**src/rtl/wb_arbiter.sv**
```systemverilog
// wb_arbiter: two-master Wishbone classic arbiter, round-robin, ownership held for a whole bus cycle.
// Define WB_ARB_TIMEOUT_EN to build the stall watchdog (TIMEOUT_CYCLES applies only then).
module wb_arbiter #(
    parameter int TIMEOUT_CYCLES = 255
) (
    input  logic        clk_i,
    input  logic        rst_ni,

    input  logic        m0_cyc_i,
    input  logic        m0_stb_i,
    input  logic        m0_we_i,
    input  logic [31:0] m0_adr_i,
    input  logic [3:0]  m0_sel_i,
    input  logic [31:0] m0_dat_i,
    output logic [31:0] m0_dat_o,
    output logic        m0_ack_o,
    output logic        m0_err_o,
    output logic        m0_rty_o,

    input  logic        m1_cyc_i,
    input  logic        m1_stb_i,
    input  logic        m1_we_i,
    input  logic [31:0] m1_adr_i,
    input  logic [3:0]  m1_sel_i,
    input  logic [31:0] m1_dat_i,
    output logic [31:0] m1_dat_o,
    output logic        m1_ack_o,
    output logic        m1_err_o,
    output logic        m1_rty_o,

    output logic        s_cyc_o,
    output logic        s_stb_o,
    output logic        s_we_o,
    output logic [31:0] s_adr_o,
    output logic [3:0]  s_sel_o,
    output logic [31:0] s_dat_o,
    input  logic [31:0] s_dat_i,
    input  logic        s_ack_i,
    input  logic        s_err_i,
    input  logic        s_rty_i,

    output logic [1:0]  grant_o,
    output logic        timeout_o
);

    typedef enum logic [1:0] {
        IDLE = 2'd0,
        OWN0 = 2'd1,
        OWN1 = 2'd2
    } state_t;

    state_t state, state_nxt;
    logic   last, last_nxt;
    logic   wd_fire;

    always_ff @(posedge clk_i or negedge rst_ni) begin
        if (!rst_ni) begin
            state <= IDLE;
            last  <= 1'b1;
        end else begin
            state <= state_nxt;
            last  <= last_nxt;
        end
    end

    // last records the previous owner, so a tie goes to the other master
    always_comb begin
        state_nxt = state;
        last_nxt  = last;
        case (state)
            IDLE: begin
                if (m0_cyc_i && m1_cyc_i) state_nxt = last ? OWN0 : OWN1;
                else if (m0_cyc_i)        state_nxt = OWN0;
                else if (m1_cyc_i)        state_nxt = OWN1;
            end
            OWN0: begin
                if (!m0_cyc_i) begin
                    state_nxt = IDLE;
                    last_nxt  = 1'b0;
                end
            end
            OWN1: begin
                if (!m1_cyc_i) begin
                    state_nxt = IDLE;
                    last_nxt  = 1'b1;
                end
            end
            default: state_nxt = IDLE;
        endcase
    end

    always_comb begin
        s_cyc_o  = 1'b0;
        s_stb_o  = 1'b0;
        s_we_o   = 1'b0;
        s_adr_o  = '0;
        s_sel_o  = '0;
        s_dat_o  = '0;
        m0_ack_o = 1'b0;
        m0_err_o = 1'b0;
        m0_rty_o = 1'b0;
        m1_ack_o = 1'b0;
        m1_err_o = 1'b0;
        m1_rty_o = 1'b0;
        case (state)
            OWN0: begin
                s_cyc_o  = m0_cyc_i;
                s_stb_o  = m0_stb_i & ~wd_fire;
                s_we_o   = m0_we_i;
                s_adr_o  = m0_adr_i;
                s_sel_o  = m0_sel_i;
                s_dat_o  = m0_dat_i;
                m0_ack_o = s_ack_i;
                m0_err_o = s_err_i | wd_fire;
                m0_rty_o = s_rty_i;
            end
            OWN1: begin
                s_cyc_o  = m1_cyc_i;
                s_stb_o  = m1_stb_i & ~wd_fire;
                s_we_o   = m1_we_i;
                s_adr_o  = m1_adr_i;
                s_sel_o  = m1_sel_i;
                s_dat_o  = m1_dat_i;
                m1_ack_o = s_ack_i;
                m1_err_o = s_err_i | wd_fire;
                m1_rty_o = s_rty_i;
            end
            default: ;
        endcase
    end

    assign m0_dat_o = s_dat_i;
    assign m1_dat_o = s_dat_i;
    assign grant_o  = {state == OWN1, state == OWN0};

`ifdef WB_ARB_TIMEOUT_EN
    localparam logic [15:0] TIMEOUT_LIMIT = 16'(TIMEOUT_CYCLES);

    logic [15:0] wd_cnt;
    logic        s_term;

    assign s_term    = s_ack_i | s_err_i | s_rty_i;
    assign wd_fire   = (wd_cnt == TIMEOUT_LIMIT);
    assign timeout_o = wd_fire;

    // A firing cycle forces s_stb_o low, so the counter restarts from zero after it
    always_ff @(posedge clk_i or negedge rst_ni) begin
        if (!rst_ni)                                   wd_cnt <= '0;
        else if (state_nxt == IDLE || wd_fire || s_term) wd_cnt <= '0;
        else if (s_stb_o)                              wd_cnt <= wd_cnt + 16'd1;
    end
`else
    logic timeout_unused;

    assign timeout_unused = (TIMEOUT_CYCLES != 0);
    assign wd_fire        = 1'b0;
    assign timeout_o      = 1'b0;
`endif

endmodule

```
**config.mk**
```make
export PLATFORM = sky130hd
export DESIGN_NAME = wb_arbiter
export DESIGN_NICKNAME = d
export VERILOG_FILES = /design/src/rtl/wb_arbiter.sv
export SDC_FILE = /design/constraint.sdc
export NUM_CORES = 1
export LEC_CHECK = 0
export BUFFER_PORTS_ARGS = -buffer_cell sky130_fd_sc_hd__buf_4
export CAP_MARGIN = 20
export CELL_PAD_IN_SITES_DETAIL_PLACEMENT = 2
export CELL_PAD_IN_SITES_GLOBAL_PLACEMENT = 2
export CORE_MARGIN = 2
export CORE_UTILIZATION = 11
export DETAILED_ROUTE_END_ITERATION = 10
export PLACE_DENSITY = 0.94
export REMOVE_ABC_BUFFERS = 1
export SLEW_MARGIN = 20
export SYNTH_ARGS = -nofsm -noshare
export SYNTH_HDL_FRONTEND = slang
export SYNTH_SLANG_ARGS = --single-unit
```
**constraint.sdc**
```tcl
create_clock -name clk_i -period 2.2 [get_ports clk_i]
set_clock_uncertainty 0.15 [all_clocks]
set_input_delay 0.44 -clock clk_i [delete_from_list [all_inputs] [get_ports clk_i]]
set_output_delay 0.44 -clock clk_i [all_outputs]
set_load 0.02 [all_outputs]
```
* Word level (Yosys, flattened, before mapping)
Index checks and enable logic that the tools add are counted.
** Word-level totals
- Register bits :: 3
- Input bits :: 179
- Logic and storage cells :: 34
** Operators by class
- Equal/unequal tests :: 5
- Mux-type cells :: 22
- Reduce and logical (&&, ||, !) cells :: 5
** Operator list (count)
- $pmux 32 s2 :: 2
- $mux 2 :: 6
- $mux 1 :: 8
- $pmux 1 s2 :: 4
- $pmux 4 s2 :: 1
- $pmux 2 s3 :: 1
- $reduce_and 3->1 :: 2
- $ne 2x2->1 const B :: 2
- $ne 4x4->1 const B :: 1
- $eq 2x1->1 const B :: 1
- $eq 2x2->1 const B :: 1
- $logic_not 2->1 :: 1
- $reduce_bool 2->1 :: 1
- $logic_and 1x1->1 :: 1

* Logic depth before layout (Yosys ltp)
Gate-level depths: netlist (run 1).
- Depth after elaboration :: 4
- Gate-level depth with buffers :: 6

* Worst setup path after synthesis (run 1)
OpenSTA, ideal clock, no wires.
- Path type :: register to output
- From :: reg state[0]
- To :: out s_adr_o[0]
- Arrival time :: 1369 ps
- Setup slack :: 241 ps
- Cell stages (with the launch flop) :: 5
- Buffers on the path :: 1
- Cell sequence :: dfrtp_1 -> inv_1 -> ha_1 -> clkbuf_1 -> nor2b_1
** Between the ends
- Cells in the longest elaborated chain, start to end :: 2
** RTL lines
- from (decl) :: line 52 : state_t state, state_nxt;
- from (signal assigned) :: line 61 : state <= state_nxt;
- $eq 2x2->1 or $eq 2x1->1 (tied branches) :: line 105 : case (state)
- $pmux 32 s2 (*) :: line 105
- to (decl) :: line 34 : output logic [31:0] s_adr_o,
Mark *: on every way between the ends. The rest lies on a longest branch, timed or not.

* Worst setup path in the final report (run 1)
- From :: reg state[0]
- To :: out s_adr_o[11]
Same word-level chain as after synthesis.

==> run_results.csv, run 1 <==
group,metric,value,unit
yosys,ys_seq_area_frac,0.0403,
yosys,ys_types,21,
sta,finalHoldViolCount,0,
final_layout,area_growth,114,%
yosys,syn_inst,263,
grt,grt_usage,0.133,
floorplan,die_area,0.0183,mm2
final_layout,utilization,0.242,
routing,postRouteAntennaNets,0,
power,p_leak,0.00173,uW
worst_setup_path,required,1610,ps
grt,grt_max_degree,33,
place,dpl_cell_area,0.00336,mm2
clocking,cts_max_path_buffers,2,
routing,drc,0,
routing,detail_route.vias_per_cell,4.30,
worst_setup_path,crit_chain,"inv_2 -> ha_4 -> buf_12 -> clkbuf_16 -> a22oi_1 -> nor2b_1 -> buf_4",
worst_setup_path,path_class,"reg2out",
clocking,ctsHtreeMaxLevel,1,
floorplan,die_h,135,um
grt,antenna_found_initial,0,
yosys,syn_area_per_cell,7.19,um2
run_status,failed_checks,"negative setup slack",
sta,setup_tns,-598,ps
run_status,status,"complete, but fails checks",
yosys,synth_seq_cells,3,
worst_setup_path,cp-start-kind,"flop",
yosys,netlist_area,0.00189,mm2
job,maxCapViolCount,0,
floorplan,die_w,135,um
final_layout,fin_nets,612,
routing,firstDrtPassIters,4,
worst_setup_path,path_max_fanout,7,
sta,rsz0062_at_grt,"true",
grt,grt_pass1_vias,2783,
sta,period_needed,2250,ps
clocking,cts-root-buf,"clkbuf_16",
sta,fin_ws,-47.1,ps
power,p_per_area,1140,mW/mm2
clocking,clock_sink_count,3,
final_layout,final_area,0.00404,mm2
floorplan,initial_core_util,0.113,
floorplan,num_rows,47,
floorplan,core_area,0.0167,mm2
worst_setup_path,slowest_delay,400,ps
worst_setup_path,cp-end-kind,"output port",
final_layout,drive_above_1_share,0.745,
yosys,synth_area_leader_cell,"buf_4",
grt,grt-ovfl-total,0,
yosys,yosysTopAreaCellShare,0.310,
worst_setup_path,worst-endpoint-arrival,1660,ps
clocking,clk_latency,230,ps
final_layout,diodes,0,
clocking,cts_tree,"built",
grt,grt_pass1_wl,18000,um
clocking,numCtsBuffers,3,
clocking,cts.clk_slew.worst_paths,30,ps
sta,fmax,445,MHz
sta,post-route-period-util,1.02,
routing,dr_total_vias,2781,
place,detailedPlace.worstSlack,103,ps
power,total_power,4610,uW
power,peakVddDrop,0.463,mV
routing,wl,14900,um
sta,drv_slew,0,
hold_path,min_path_type,"reg2reg",
place,hpwl,11000,um
sta,setup-violations-final,36,
routing,wl_per_cell,23.0,um
floorplan,pin_count,323,
place,gp_congestion,0.783,
worst_setup_path,slowest_stage,"dfrtp_1",
yosys,yosys_warnings,0,
routing,drt_iter0_drc,80,
place,io_buffers,225,
yosys,synth_area_leaders,"buf_4 (31%), a22oi_1 (28%), nor2b_1 (23%)",
-- placed cells by master, fill, tap and decap left out, types with 2 or more instances in the layout --
cell type	instances
buf_4	228
nor2b_1	71
a22oi_2	59
a22oi_1	12
buf_12	10
clkbuf_16	8
and2_1	7
buf_6	5
ha_4	3
inv_1	2
a21oi_1	2
o21ai_1	2
nand2_1	2
-- timing repair --
action | in CTS | in global routing
resized for setup | 8 | 65
hold endpoints to repair | 2 | 0
pin swaps | 1 | 21
hold buffers | 1 | 0
endpoints found under the setup margin | 70 | 67
buffers inserted | 2 | 4
cloned | 1 | 8
-- Yosys cell counts --
| cell | instances |
|---|---|
| clkbuf_1 | 7 |
| buf_2 | 2 |
| nand4_1 | 1 |
| nor2b_1 | 71 |
| o22ai_1 | 1 |
| dfstp_2 | 1 |
| a22o_1 | 1 |
| o21ai_0 | 1 |
| a21oi_1 | 2 |
| dfrtp_1 | 2 |
| buf_4 | 78 |
| buf_6 | 2 |
| o211ai_1 | 1 |
| inv_1 | 4 |
| a22oi_1 | 71 |
| nand2_1 | 2 |
| conb_1 | 1 |
| and2_1 | 7 |
| ha_1 | 5 |
| a21boi_1 | 1 |
| o21ai_1 | 2 |
-- stage by stage --
stage,cells,hold slack (ps)
2_1_floorplan,174,-5.59
3_3_place_gp,628,85.6
3_5_place_dp,628,87.6
4_1_cts,636,350
5_1_grt,647,372
6_report,647,349
-- power breakdown --
group | internal [uW] | switching (uW) | leakage [uW]
Clock | 239 | 53.2 | 0.0000382
Sequential | 89.4 | 34.1 | 0.0000349
Combinational | 2090 | 2100 | 0.00165
-- final timing paths --
check / cells after the start / startpoint / endpoint / slack [ps]
max: 7 / state[0]$_DFFE_PN0P_ / s_adr_o[11] / -50
min: 2 / last$_DFFE_PN1P_ / last$_DFFE_PN1P_ / 350
max reg2reg: 5 / state[0]$_DFFE_PN0P_ / state[0]$_DFFE_PN0P_ / 660
min reg2reg: 2 / last$_DFFE_PN1P_ / last$_DFFE_PN1P_ / 350
max in group asynchronous: 2 / rst_ni / last$_DFFE_PN1P_ / 1310
min in group asynchronous: 2 / rst_ni / state[0]$_DFFE_PN0P_ / 400
-- final cells by class --
class                           count  area (um2)
Fill cell                        1944       12700
Timing Repair Buffer              249        2100
Multi-Input combinational cell    167        1490
Tap cell                          220         275
Clock buffer                        4        78.8
Sequential cell                     3        77.6
Inverter                            4        17.5
-- registers in the layout (all words and copies together) (netlist names) --
register and count:
last 1, state 2
-- logic make-up (layout without fill, tap and decap cells) --
kind of cell	after synthesis	in the layout	synth area share
AOI/OAI and AO/OA	80	80	0.311
adders and majority gates	5	5	0.0331
buffers and inverters	93	257	0.349
DFF	3	3	0.0403
other	1	1	0.00198
and+or+nand+nor	81	81	0.265
-- metal layers --
metal | up-vias | track usage | routed length, um | part of all wire
met3 | 16 | 0.110 | 2550 | 0.17
met2 | 242 | 0.203 | 6720 | 0.45
met4 | 4 | 0.0231 | 147 | 0.0099
li1 | 1184 | - | - | -
met1 | 1335 | 0.138 | 5300 | 0.36
met5 | - | 0.0889 | 160 | 0.011
-- worst max-delay path: cells and delay by family (launching register included) --
family / cells / cell delay (ps)
adder cells (fa/ha/maj): 1 / 240
AO/OA/AOI/OAI: 1 / 80
AND/OR/NAND/NOR: 1 / 130
flip-flops: 1 / 400
buffers and inverters: 4 / 580
No activity file was read; power rests on OpenSTA's default activity.
==> run 2: changes to the inputs <==
- CELL_PAD_IN_SITES_DETAIL_PLACEMENT: 2 -> 0
- CELL_PAD_IN_SITES_GLOBAL_PLACEMENT: 2 -> 1
- CORE_AREA: not set -> 2 2 126 128
- CORE_MARGIN: 2 -> not set
- CORE_UTILIZATION: 11 -> not set
- DIE_AREA: not set -> 0 0 128 130
- PLACE_DENSITY: 0.94 -> 0.79
==> run 2 against run 1 <==
Effect of this change:
- the run now ends clean
- via count is 8.6% lower
- final area is 11% lower
- routed wire length is 27% lower
- sequential power hardly changed
- fmax is 2.8% higher
- cell count is 6.0% lower
- core utilization is 0.90 points lower
- global-route usage is 1.8 points lower
- combinational power is 16% lower
- first-iteration DRC count is 46% higher
- critical path type unchanged
- highest routed layer unchanged
==> run_results.csv, run 2 (synthesis gave the netlist of run 1 again) <==
group,metric,value,unit
place,dpl_cell_area,0.00331,mm2
final_layout,largest_reg_flops,2,
sta,finalHoldViolCount,0,
sta,setup-violations-final,0,
sta,drv_slew,0,
place,hpwl,8570,um
worst_setup_path,worstPathBufferInverterCount,3,
final_layout,area_growth,90.1,%
worst_setup_path,crit_end,"s_dat_o[19]",
final_layout,fin_nets,601,
worst_setup_path,slowest_stage,"dfrtp_1",
power,peakVddDrop,0.410,mV
power,p_leak,0.00162,uW
routing,postRouteAntennaNets,0,
final_layout,regMostFlops,"state",
clocking,cts.clk_slew.worst_paths,30,ps
grt,antenna_found_initial,0,
routing,firstDrtPassIters,5,
worst_setup_path,path_max_fanout,26,
clocking,clock_sink_count,3,
place,gp_congestion,0.699,
floorplan,die_w,128,um
sta,period_needed,2190,ps
worst_setup_path,rrSetupSlack,660,ps
worst_setup_path,cp-end-kind,"output port",
final_layout,utilization,0.233,
clocking,cts_max_path_buffers,2,
sta,fmax,458,MHz
sta,rsz0062_at_grt,"true",
grt,grt_pass1_wl,14200,um
worst_setup_path,path_class,"reg2out",
routing,wl_per_cell,18.0,um
floorplan,die_area,0.0166,mm2
worst_setup_path,timing.rr.start,"state[1]$_DFFE_PN0P_",
worst_setup_path,crit_cells,6,
clocking,cts-root-buf,"clkbuf_16",
floorplan,initial_core_util,0.123,
clocking,clk_latency,220,ps
final_layout,drive_above_1_share,0.639,
grt,grt_max_degree,34,
grt,grt-ovfl-total,0,
clocking,cts_tree,"built",
grt,grt_usage,0.115,
final_layout,layout_common_cells,"buf_4 (227), nor2b_1 (70), a22oi_1 (53), a22oi_2 (18), and2_1 (7)",
clocking,ctsHtreeMaxLevel,1,
sta,hold_ws,337,ps
final_layout,final_common_cell,"buf_4",
worst_setup_path,worst-endpoint-arrival,1600,ps
job,maxCapViolCount,0,
final_layout,diodes,0,
clocking,numCtsBuffers,3,
worst_setup_path,crit_path_start,"state[0]$_DFFE_PN0P_",
worst_setup_path,crit_chain,"buf_4 -> ha_4 -> buf_12 -> a22oi_1 -> nor2b_1 -> buf_4",
final_layout,reg.largest.list,"state: 2 flops, last: 1 flops",
routing,dr_total_vias,2541,
worst_setup_path,required,1610,ps
routing,wl,10900,um
routing,drc,0,
run_status,status,"finished clean",
worst_setup_path,cp-start-kind,"flop",
worst_setup_path,r2r_end,"state[0]$_DFFE_PN0P_",
sta,post-route-period-util,0.993,
power,p_per_area,1090,mW/mm2
routing,detail_route.vias_per_cell,4.18,
routing,drt_iter0_drc,117,
final_layout,n_fill_cell,1729,
grt,grt_pass1_vias,2344,
place,io_buffers,225,
worst_setup_path,cp_top_family,"buffers and inverters",
worst_setup_path,slowest_delay,400,ps
floorplan,pin_count,323,
worst_setup_path,r2r_cells,5,
hold_path,min_path_type,"reg2reg",
floorplan,die_h,130,um
final_layout,final_area,0.00360,mm2
floorplan,num_rows,46,
worst_setup_path,cpMostUsedCell,"buf_4",
floorplan,core_area,0.0154,mm2
-- run 2: cell types whose count changed in the layout (fill, tap and decap cells not counted), moves of 2 or more --
cell       previous run  this run
buf_12               10         6
buf_6                 5         3
a22oi_2              59        18
clkbuf_16             8         3
a22oi_1              12        53
-- run 2: cell type report --
class | instances | area (um2) | area share
multi-input cells | 167 | 1290 | 0.358
well taps | 192 | 240 | 0.0668
flip-flops and latches | 3 | 77.6 | 0.0216
inverters | 4 | 17.5 | 0.00487
clock buffers | 4 | 78.8 | 0.0219
repair buffers | 238 | 1900 | 0.527
-- run 2: metal layers --
metal  vias up  wire length (um)  GRT usage
met1      1159              4280      0.130
li1       1160                 -          -
met3         6              1760     0.0943
met5         -                49     0.0382
met4         2                 8    0.00388
met2       214              4830      0.174
-- run 2: worst min-delay path by stage --
stage	startpoint	to	slack, ps	depth (start not counted)
after floorplan	rst_ni	state[0]$_DFFE_PN0P_	-6	0
after global placement	rst_ni	state[1]$_DFFE_PN0P_	80	1
after detailed placement	rst_ni	state[1]$_DFFE_PN0P_	90	1
after CTS	last$_DFFE_PN1P_	last$_DFFE_PN1P_	340	2
after global routing	last$_DFFE_PN1P_	last$_DFFE_PN1P_	360	2
final	last$_DFFE_PN1P_	last$_DFFE_PN1P_	340	2
-- run 2: where the power goes --
group / switching (uW) / internal (uW) / total, uW
clock network: 49.0 / 239 / 288
logic: 1800 / 1720 / 3520
registers: 32.5 / 89.4 / 122
-- run 2: through the flow --
step / TNS (ps) / cells / total power, uW / worst slack, ps
detailed placement: 0 / 599 / 3330 / 134
floorplan: -65460 / 174 / 1900 / -903
CTS: -23.8 / 609 / 3920 / -15.9
finish: 0 / 608 / 3930 / 14.6
global placement: 0 / 599 / 3330 / 186
global route: -391 / 608 / 4200 / -32.3
-- run 2: timing repair --
item | in CTS | in global routing
buffers inserted | 3 | 0
hold endpoints to repair | 2 | 0
pin swaps | 1 | 0
gates cloned | 2 | 0
gates resized for setup | 11 | 20
setup endpoints to repair | 45 | 70
hold buffers | 1 | 0
-- run 2: worst min-delay path, delay by kind of cell, from the launching register on --
kind / cells / cell delay [ps]
AOI/OAI and AO/OA: 1 / 60
DFF: 1 / 370
buffers and inverters: 1 / 50
==> run 3: changes to the inputs <==
--- a/constraint.sdc
+++ b/constraint.sdc
@@ -3,3 +3,3 @@
 set_input_delay 0.44 -clock clk_i [delete_from_list [all_inputs] [get_ports clk_i]]
 set_output_delay 0.44 -clock clk_i [all_outputs]
-set_load 0.02 [all_outputs]
+set_load 0.005 [all_outputs]
==> run 3 against run 2 <==
Effect of this change:
- fmax up 0.91%
- clock power about the same
- worst setup slack better by 20 ps
- hold slack better by 4.5 ps
- non-clock buffer count up 7
- critical path depth up 1
- sequential power down 6%
- core utilization up 0.44 points
- cell count up 1.2%
- routed wire length up 1.7%
==> run_results.csv, run 3 (synthesis gave the netlist of run 1 again) <==
group,metric,value,unit
run_status,status,"finished clean",
worst_setup_path,r2r_end,"state[0]$_DFFE_PN0P_",
sta,fmax,462,MHz
final_layout,layout_common_cells,"buf_4 (232), nor2b_1 (71), a22oi_1 (59), a22oi_2 (12)",
worst_setup_path,cp-start-kind,"flop",
floorplan,die_w,128,um
routing,wl_per_cell,18.1,um
worst_setup_path,cp-end-kind,"output port",
routing,postRouteAntennaNets,0,
sta,finalHoldViolCount,0,
floorplan,die_h,130,um
clocking,cts.clk_slew.worst_paths,30,ps
routing,dr_total_vias,2556,
place,io_buffers,225,
power,p_per_area,972,mW/mm2
floorplan,initial_core_util,0.123,
grt,grt_pass1_vias,2406,
final_layout,fin_cells,615,
worst_setup_path,path_max_fanout,5,
routing,detail_route.vias_per_cell,4.16,
clocking,clock_sink_count,3,
place,gp_congestion,0.706,
power,peakVddDrop,0.351,mV
power,power_frac_seq,0.032,
worst_setup_path,crit_path_start,"state[0]$_DFFE_PN0P_",
sta,setup_tns,0,ps
power,p_int,2140,uW
clocking,cts_max_path_buffers,2,
final_layout,final_common_cell,"buf_4",
final_layout,regMostFlops,"state",
final_layout,drive_above_1_share,0.631,
clocking,cts-root-buf,"clkbuf_16",
grt,grt_usage,0.118,
final_layout,fin_nets,608,
worst_setup_path,path_class,"reg2out",
place,hpwl,8570,um
final_layout,n_fill_cell,1733,
clocking,ctsHtreeMaxLevel,1,
hold_path,min_path_type,"reg2reg",
routing,firstDrtPassIters,4,
floorplan,die_area,0.0166,mm2
floorplan,pin_count,323,
grt,grt_pass1_wl,14700,um
routing,drc,0,
sta,post-route-period-util,0.984,
job,maxCapViolCount,0,
clocking,clk_latency,220,ps
worst_setup_path,timing.rr.start,"state[0]$_DFFE_PN0P_",
worst_setup_path,required,1610,ps
worst_setup_path,r2r_cells,7,
grt,grt-ovfl-total,0,
clocking,cts_tree,"built",
worst_setup_path,worst-endpoint-arrival,1580,ps
final_layout,diodes,0,
grt,antenna_found_initial,0,
routing,drt_iter0_drc,128,
sta,period_needed,2170,ps
power,total_power,3560,uW
sta,drv_slew,0,
final_layout,area_growth,93.7,%
power,p_sw_frac,0.399,
power,clockPowerShare,0.081,
floorplan,core_area,0.0154,mm2
final_layout,largest_reg_flops,2,
place,placed_cells,599,
power,pwr-share-comb,0.887,
grt,grt_max_degree,27,
final_layout,reg.largest.list,"state: 2 flops, last: 1 flops",
worst_setup_path,crit_end,"s_adr_o[29]",
floorplan,num_rows,46,
routing,wl,11100,um
worst_setup_path,rrSetupSlack,540,ps
clocking,numCtsBuffers,3,
sta,rsz0062_at_grt,"true",
sta,setup-violations-final,0,
power,p_leak,0.00166,uW
power,power.switching,1420,uW
run 3: cell count changes in the layout (fill, tap and decap cells not counted), sizes merged:
cell    before  now
buf        237  243
clkbuf       4    5
run 3: power by group through the flow:
stage          registers, uW  clock network [uW]  logic [uW]
6_report                 115                 288        3160
5_1_grt                  118                 303        3430
4_1_cts                  112                 294        3100
3_5_place_dp             111                   0        2710
3_3_place_gp             112                   0        2730
2_1_floorplan            106                   0        1310
run 3: cell type report:
| cell class | instances | area, um2 | share of cell area |
|---|---|---|---|
| well taps | 192 | 240 | 0.0656 |
| clock buffers | 4 | 78.8 | 0.0215 |
| inverters | 4 | 15.0 | 0.00410 |
| multi-input cells | 167 | 1260 | 0.344 |
| flip-flops and latches | 3 | 76.3 | 0.0208 |
| repair buffers | 245 | 1990 | 0.544 |
run 3: per-stage QoR:
stage                util  worst slack [ps]  hold slack [ps]  instance area, um2
floorplan               -              -618            -5.59                1250
global placement    0.214               118             84.0                3310
CTS                 0.232              11.6              336                3580
finish              0.238              34.3              342                3660
detailed placement  0.214               132             85.1                3310
global route        0.238             -40.2              352                3660
run 3: how the worst min path moves through the flow:
| stage | from | end | depth (start not counted) |
|---|---|---|---|
| 2_1_floorplan | rst_ni | state[0]$_DFFE_PN0P_ | 0 |
| 4_1_cts | last$_DFFE_PN1P_ | last$_DFFE_PN1P_ | 2 |
| 6_report | last$_DFFE_PN1P_ | last$_DFFE_PN1P_ | 2 |
| 3_3_place_gp | rst_ni | state[1]$_DFFE_PN0P_ | 1 |
| 5_1_grt | last$_DFFE_PN1P_ | last$_DFFE_PN1P_ | 2 |
| 3_5_place_dp | rst_ni | state[1]$_DFFE_PN0P_ | 1 |
run 3: critical path, cell delays in order, from the launching register on:
cell	delay, ps
dfrtp_1	370
inv_2	90
ha_4	220
buf_12	140
clkbuf_16	140
a22oi_1	180
nor2b_1	70
buf_4	130
run 3: layer usage:
layer  wire (um)  vias to the layer above  global-route usage
met3        1930                       10              0.0964
li1            -                     1175                   -
met5          47                        -              0.0382
met1        4260                     1154               0.135
met2        4860                      215               0.176
met4          22                        2              0.0103
run 3: what timing repair did:
item,CTS,global route
setup buffers,5,3
hold endpoints to repair,2,0
pin swaps,0,2
endpoints found under the setup margin,58,48
gates resized for setup,10,14
cloned,3,1
hold buffers,1,0
